===== config.mk =====
export PLATFORM = sky130hd
export DESIGN_NAME = regfile_mp
export DESIGN_NICKNAME = d
export VERILOG_FILES = /design/src/rtl/regfile_pkg.sv /design/src/rtl/regfile_clear_fsm.sv /design/src/rtl/regfile_mp.sv
export SDC_FILE = /design/constraint.sdc
export NUM_CORES = 1
export LEC_CHECK = 0
export CAP_MARGIN = 10
export CORE_MARGIN = 5
export CORE_UTILIZATION = 45
export CTS_CLUSTER_DIAMETER = 100
export DETAILED_ROUTE_END_ITERATION = 16
export MAX_ROUTING_LAYER = met4
export SETUP_SLACK_MARGIN = 0.3
export SLEW_MARGIN = 20
export SYNTH_ARGS = -nofsm -noshare
export SYNTH_HDL_FRONTEND = slang
export SYNTH_HIERARCHICAL = 1
export SYNTH_SLANG_ARGS = --single-unit
export TNS_END_PERCENT = 30

===== constraint.sdc =====
create_clock -name clk -period 4.2 [get_ports clk]
set_clock_uncertainty 0.2 [all_clocks]
set_input_delay 1.05 -clock clk [delete_from_list [all_inputs] [get_ports clk]]
set_output_delay 1.05 -clock clk [all_outputs]
set_load 0.05 [all_outputs]

===== src/rtl/regfile_pkg.sv =====
// Shared types and helpers for the multi-port register file.
package regfile_pkg;

    typedef enum logic [0:0] {
        RF_CLEAR = 1'b0,
        RF_READY = 1'b1
    } rf_state_t;

    localparam int unsigned DEFAULT_XLEN  = 32;
    localparam int unsigned DEFAULT_NREGS = 32;

    function automatic int unsigned rf_aw(input int unsigned n);
        return $clog2(n);
    endfunction

endpackage


===== src/rtl/regfile_clear_fsm.sv =====
// Post-reset clear sequencer: zeroes one entry per cycle, then raises ready.
module regfile_clear_fsm
    import regfile_pkg::*;
#(
    parameter int unsigned NREGS = DEFAULT_NREGS
) (
    input  logic                    clk,
    input  logic                    reset,
    output logic                    clr_we,
    output logic [rf_aw(NREGS)-1:0] clr_addr,
    output logic                    ready
);

    localparam int unsigned AW = rf_aw(NREGS);

    rf_state_t         state_q, state_d;
    logic [AW-1:0]     idx_q, idx_d;
    logic              ready_q, ready_d;

    always_ff @(posedge clk) begin
        if (reset) begin
            state_q <= RF_CLEAR;
            idx_q   <= '0;
            ready_q <= 1'b0;
        end else begin
            state_q <= state_d;
            idx_q   <= idx_d;
            ready_q <= ready_d;
        end
    end

    always_comb begin
        state_d = state_q;
        idx_d   = idx_q;
        ready_d = ready_q;
        unique case (state_q)
            RF_CLEAR: begin
                idx_d = idx_q + AW'(1);
                if (idx_q == AW'(NREGS - 1)) begin
                    state_d = RF_READY;
                    ready_d = 1'b1;
                    idx_d   = '0;
                end
            end
            RF_READY: begin
                ready_d = 1'b1;
            end
            default: begin
                state_d = RF_CLEAR;
                idx_d   = '0;
                ready_d = 1'b0;
            end
        endcase
    end

    assign clr_we   = (state_q == RF_CLEAR);
    assign clr_addr = idx_q;
    assign ready    = ready_q;

endmodule


===== src/rtl/regfile_mp.sv =====
// Parametrised multi-port register file with registered reads and a post-reset clear.
// Define REGFILE_BYPASS_EN for write-first reads of same-cycle writes (read-first otherwise).
module regfile_mp
    import regfile_pkg::*;
#(
    parameter int unsigned XLEN   = DEFAULT_XLEN,
    parameter int unsigned NREGS  = DEFAULT_NREGS,
    parameter int unsigned NUM_RD = 2,
    parameter int unsigned NUM_WR = 1
) (
    input  logic                           clk,
    input  logic                           reset,
    input  logic [NUM_RD*rf_aw(NREGS)-1:0] rd_addr,
    output logic [NUM_RD*XLEN-1:0]         rd_data,
    input  logic [NUM_WR-1:0]              wr_en,
    input  logic [NUM_WR*rf_aw(NREGS)-1:0] wr_addr,
    input  logic [NUM_WR*XLEN-1:0]         wr_data,
    output logic                           ready
);

    localparam int unsigned AW = rf_aw(NREGS);

    logic                   clr_we;
    logic [AW-1:0]          clr_addr;

    logic [XLEN-1:0]        mem_q [NREGS];
    logic [NUM_RD*XLEN-1:0] rd_data_q, rd_data_d;

    logic                   we_c [NUM_WR];
    logic [AW-1:0]          wa_c [NUM_WR];
    logic [XLEN-1:0]        wd_c [NUM_WR];

    logic [AW-1:0]          ra;
    logic [XLEN-1:0]        rval;

    regfile_clear_fsm #(
        .NREGS (NREGS)
    ) u_clear_fsm (
        .clk      (clk),
        .reset    (reset),
        .clr_we   (clr_we),
        .clr_addr (clr_addr),
        .ready    (ready)
    );

    // Write-port steering; the clear engine takes over port 0 while clearing.
    always_comb begin
        for (int w = 0; w < NUM_WR; w++) begin
            wa_c[w] = wr_addr[w*AW +: AW];
            wd_c[w] = wr_data[w*XLEN +: XLEN];
            we_c[w] = ready && !reset && wr_en[w] && (wa_c[w] != '0);
        end
        if (clr_we) begin
            we_c[0] = 1'b1;
            wa_c[0] = clr_addr;
            wd_c[0] = '0;
        end
    end

    // Higher-numbered ports are applied last so port 1 wins a same-address conflict.
    always_ff @(posedge clk) begin
        for (int w = 0; w < NUM_WR; w++) begin
            if (we_c[w]) begin
                mem_q[wa_c[w]] <= wd_c[w];
            end
        end
    end

    always_comb begin
        rd_data_d = '0;
        ra        = '0;
        rval      = '0;
        for (int i = 0; i < NUM_RD; i++) begin
            ra   = rd_addr[i*AW +: AW];
            rval = mem_q[ra];
`ifdef REGFILE_BYPASS_EN
            for (int w = 0; w < NUM_WR; w++) begin
                if (wr_en[w] && (wr_addr[w*AW +: AW] == ra)) begin
                    rval = wr_data[w*XLEN +: XLEN];
                end
            end
`endif
            if (ready && (ra != '0)) begin
                rd_data_d[i*XLEN +: XLEN] = rval;
            end
        end
    end

    always_ff @(posedge clk) begin
        if (reset) begin
            rd_data_q <= '0;
        end else begin
            rd_data_q <= rd_data_d;
        end
    end

    assign rd_data = rd_data_q;

endmodule


Word-level counts from Yosys, hierarchy flattened
Memories as Yosys holds them, arrays and structs flattened. A register that Yosys moved wholly into a read port is not among the register bits.
Cells that the tools add are included.
W data, S select, Z words.
{ "word_totals": {"reg_bits": 7, "ramBits": 1024, "wordCells": 31, "n_memories": 1} }
{ "classes": {"n_addsub": 1, "n_eq_ne": 2, "n_mux": 10, "bitwise": 3, "n_reduce_logical": 11} }
{ "memory_table": {"columns": ["name", "words", "width", "read_ports", "rd_clocked_by_memory_dff", "wr", "line_no", "source"], "rows": [
  ["mem_q", 32, 32, 2, 2, 1, "regfile_mp.sv:26", "logic [XLEN-1:0] mem_q [NREGS];"]
]} }
{ "op_table": {"columns": ["cell", "count"], "rows": [
  ["$mux W32", 1],
  ["$reduce_bool A5 Y1", 3],
  ["$mux W5", 2],
  ["$mux W1", 6],
  ["$add A5 B1 Y5 const B", 1],
  ["$eq A5 B5 Y1 const B", 1],
  ["$logic_and A1 B1 Y1", 5],
  ["$reduce_or A2 Y1", 2],
  ["$not A1 Y1", 3],
  ["$ne A2 B1 Y1 const B", 1],
  ["$pmux W1 S2", 1],
  ["$logic_not A1 Y1", 1]
]} }

Longest topological paths before layout
{ "depth": {"ltp_word": 7, "mapped_depth": 9, "mapped_depth_nobuf": 6} }

By module
Netlist, hierarchy kept.
{ "by_module_without_submodules": {"columns": ["mod", "instances", "cells_per_inst", "area_per_inst_um2"], "rows": [
  ["regfile_mp", 1, 2895, 49722.7],
  ["regfile_clear_fsm", 1, 33, 310.3]
]} }

Least setup slack after synthesis
Ideal clock, no wire load.
{ "synth_timing": {"path_type": "input to register", "start": "in reset", "end": "mem mem_q[26][0] in the netlist's numbering (enable)", "t_arrival_ps": 3260, "path_slack_ps": 319, "path_stages": 4, "path_cell_list": "nand2b_1 -> nor4b_1 -> a32oi_1 -> nor2_1"} }
{ "synth_between": {"elab_chain_cells": 7} }
{ "synth_lines": {"columns": ["element", "line_no", "source"], "rows": [
  ["from (decl)", "regfile_mp.sv:12", "input logic reset,"],
  ["$logic_not A1 Y1", "regfile_mp.sv:51", "we_c[w] = ready && !reset && wr_en[w] && (wa_c[w] != '0);"],
  ["$logic_and A1 B1 Y1 (3 in series)", "regfile_mp.sv:51", null],
  ["$mux W1", "regfile_mp.sv:53", "if (clr_we) begin"],
  ["$mux W1", "regfile_mp.sv:63", "if (we_c[w]) begin"],
  ["$mux W1 (implied by the code)", "regfile_mp.sv:64", "mem_q[wa_c[w]] <= wd_c[w];"],
  ["to (decl)", "regfile_mp.sv:26", null]
]} }
No other way between the ends.

Worst setup path after layout
{ "layout_timing": {"start": "reg rd_data_q[47] (netlist: rd_data[47]) (read register of mem_q)", "end": "out rd_data[47]"} }
{ "layout_rtl": {"columns": ["element", "line_no", "source"], "rows": [
  ["from (decl)", "regfile_mp.sv:27", "logic [NUM_RD*XLEN-1:0] rd_data_q, rd_data_d;"],
  ["to (decl)", "regfile_mp.sv:14", "output logic [NUM_RD*XLEN-1:0] rd_data,"]
]} }
No word-level cell between the ends.

==> metrics.md <==
| Metric | Value |
|---|---|
| Final wirelength | `approximately 170,000 um` |
| Top-level port count | `115` |
| Largest area contributor in the netlist | `edfxtp_1` |
| Final count of negative-setup-slack endpoints | `0` |
| H-Tree Depth | `3` |
| Outcome | `complete, no violations` |
| # rows | `122` |
| TritonCTS clock tree | `done` |
| CP Capture Type | `primary output` |
| Longest Clk Path Bufs | `3` |
| Cells along the critical path | `clkdlybuf4s50_1` |
| Max-Cap Viols | `0` |
| Global-route wire length before repair | `around 240,000 um` |
| Critical Path AT | `2240 ps` |
| Final nets | `3,185` |
| Overall routing resource usage | `0.292` |
| Met2 wire length | `approximately 76,000 um` |
| Routed wl met3 | `approximately 17,000 um` |
| Die Ht | `343 um` |
| PostCTS Resize Cnt | `0` |
| Synth Cell Area | `~0.05 mm2` |
| Predominant post-synthesis flop cell | `edfxtp_1` |
| Crit path max-delay cell type | `clkdlybuf4s50_1` |
| Share of the synthesized area in the top cell type | `0.615` |
| Area of the core | `around 0.11 mm2` |
| Buffers on Ports | `114` |
| Antenna Violating Nets Remaining | `0` |
| Syn nets | `2,981` |
| P_leak | `0.0201 uW` |
| Most frequent cells in the layout | `1,024 x edfxtp_1, 535 x mux2i_1, 210 x mux4_2` |
| Antenna violations before repair | `8` |
| Fin crit period | `3490 ps` |
| Slew HR | `0.421` |
| Hold-fix buffers, CTS | `0` |
| Number of flops mapped to enable cells by yosys | `1,024` |
| Starting density of the core | `0.453` |
| Sequential area share after synthesis | `0.643` |
| Final Hold Fails | `0` |
| Tcrit/Tclk final | `0.832` |
| Crit-path max FO | `1` |
| Worst slew pin tran | `~870 ps` |
| Die Span X | `343 um` |
| GP Congestion | `0.889` |
| Syn Area/Cell | `17.1 um2` |
| Total CTS buffers | `114` |
| CTS clk-pin slew, worst paths | `about 60 ps` |
| Pwr per Cell Area | `roughly 410 mW/mm2` |
| Max incr delay on CP | `910 ps` |
| Die area | `0.118 mm2` |
| Fmax | `286 MHz` |
| Critical Path Start Type | `register` |
| Max layer used | `met4` |
| Layout cells sized above 1 | `0.244` |
| Final cell count without fillers | `4,721` |
| Register area | `between 0.03 and 0.04 mm2` |
| Peak supply drop | `0.000358 V` |
| RSZ-0062 raised after global routing | `false` |
| DRC viols | `0` |
| Detailed router's first-iteration violation count | `3,761` |
| Synth area leaders | `edfxtp_1 61%, mux2i_1 11%, mux4_2 9.5%` |
| Clk sinks | `1,095` |
| Max-slew violations | `0` |
| Setup TNS | `0 ps` |
| Gr ovfl total | `0` |
| Placed cells | `4,503` |
| Via density | `6.65` |
| Pre-Repair DR Iteration Count | `6` |
| Routed met1 length | `68,400 um` |
| Ys Warns | `6` |
| Fill count | `between 8,000 and 9,000` |
| Footprint of the multi-input gates | `0.0171 mm2` |
| CTS root buf | `clkbuf_16` |
| Most common cell after layout, fill and taps aside | `edfxtp_1` |
| Post-CTS setup buffers | `0` |
| Fraction of registers with async set/reset | `0` |
| Hpwl dp | `104,000 um` |
| Latest clock arrival within the worst-skew pair | `700 ps` |
| Post-Syn Instances | `just under 3,000` |
| Hold slack | `about 350 ps` |
| Post-synth cell types | `43` |
| Vias in the first global route | `32,200` |
| P&R area growth vs syn | `16.5%` |
| Wire per inst | `around 36 um` |
| Largest net degree at the start of global routing | `67` |
| Req. time, crit path | `between 2000 and 3000 ps` |
| Hold Path Class | `register to register` |
| Setup CP Type | `register to primary output` |
| Top delay family on crit path | `buffers and inverters` |
| Design Power | `23,900 uW` |
| Yosys reg bits | `1,095` |
| Bufs and invs on worst path | `1` |
| Final Core Density | `0.528` |
| DR vias | `31,400` |
==> logic make-up (layout without fill, tap and decap cells) <==
| kind of cell | Yosys count | count (layout) | synth area share |
|---|---|---|---|
| AOI/OAI and AO/OA | 344 | 344 | 0.0535 |
| adders and majority gates | 3 | 3 | 0.000750 |
| buffers and inverters | 235 | 537 | 0.0244 |
| DFF | 1095 | 1095 | 0.643 |
| muxes | 874 | 874 | 0.241 |
| other | 0 | 3 | 0 |
| and+or+nand+nor | 377 | 377 | 0.0369 |
==> synth_stat cells, types with 3 or more instances <==
cell type,count
o221ai_1,64
mux2i_1,535
nor2_1,42
mux2_2,93
ha_1,3
mux4_1,36
clkbuf_1,100
inv_1,6
mux4_2,210
nand2b_1,3
nor2b_1,39
nand4_1,65
o32ai_1,4
a221oi_1,21
dfxtp_1,71
a211oi_1,32
nand2_1,136
a221oi_2,11
and2_1,3
buf_4,35
nand3_1,69
buf_1,3
buf_6,15
buf_2,76
edfxtp_1,1024
a22oi_1,170
nor3b_1,3
a21oi_1,36
nor3_1,4
==> power breakdown <==
part,internal [uW],leakage (uW),switching (uW)
clock,5900,0.00185,4260
combinational,759,0.00816,1000
sequential,11900,0.0101,62.1
==> path summary, 6_finish.rpt <==
kind | start | end | slack [ps] | cells past startpoint
worst max-delay path | rd_data[47] | rd_data[47] | 710 | 1
worst min-delay path | u_clear_fsm/clr_addr[3] | u_clear_fsm/clr_addr[3] | 350 | 2
worst max register to register | u_clear_fsm/state_q | mem_q[10][0] | 990 | 6
worst min register to register | u_clear_fsm/clr_addr[3] | u_clear_fsm/clr_addr[3] | 350 | 2
==> area by class of cell <==
type,count,area share
inverters,6,0.000386
clock inverters,71,0.0111
well taps,1488,0.0319
repair buffers,317,0.0587
diodes,3,0.000129
multi-input cells,1598,0.293
flip-flops and latches,1095,0.552
clock buffers,143,0.0533
==> registers in the layout, indices dropped and copies added (netlist names) <==
signal,count
rd_data,64
u_clear_fsm/state_q,1
u_clear_fsm/clr_addr,5
mem_q,1024
u_clear_fsm/ready,1
==> routing by layer <==
metal | track usage | vias up
met5 | - | -
met4 | 0.120 | 0
met3 | 0.0536 | 431
met2 | 0.437 | 2005
met1 | 0.399 | 16400
li1 | - | 12600
==> stage by stage <==
stage	cell area (um2)	setup slack (ps)
3_3_place_gp	54500	393
2_1_floorplan	50000	319
5_1_grt	58300	673
4_1_cts	58300	655
3_5_place_dp	54500	316
6_report	58300	706
Power figures use the tool's default switching activity.
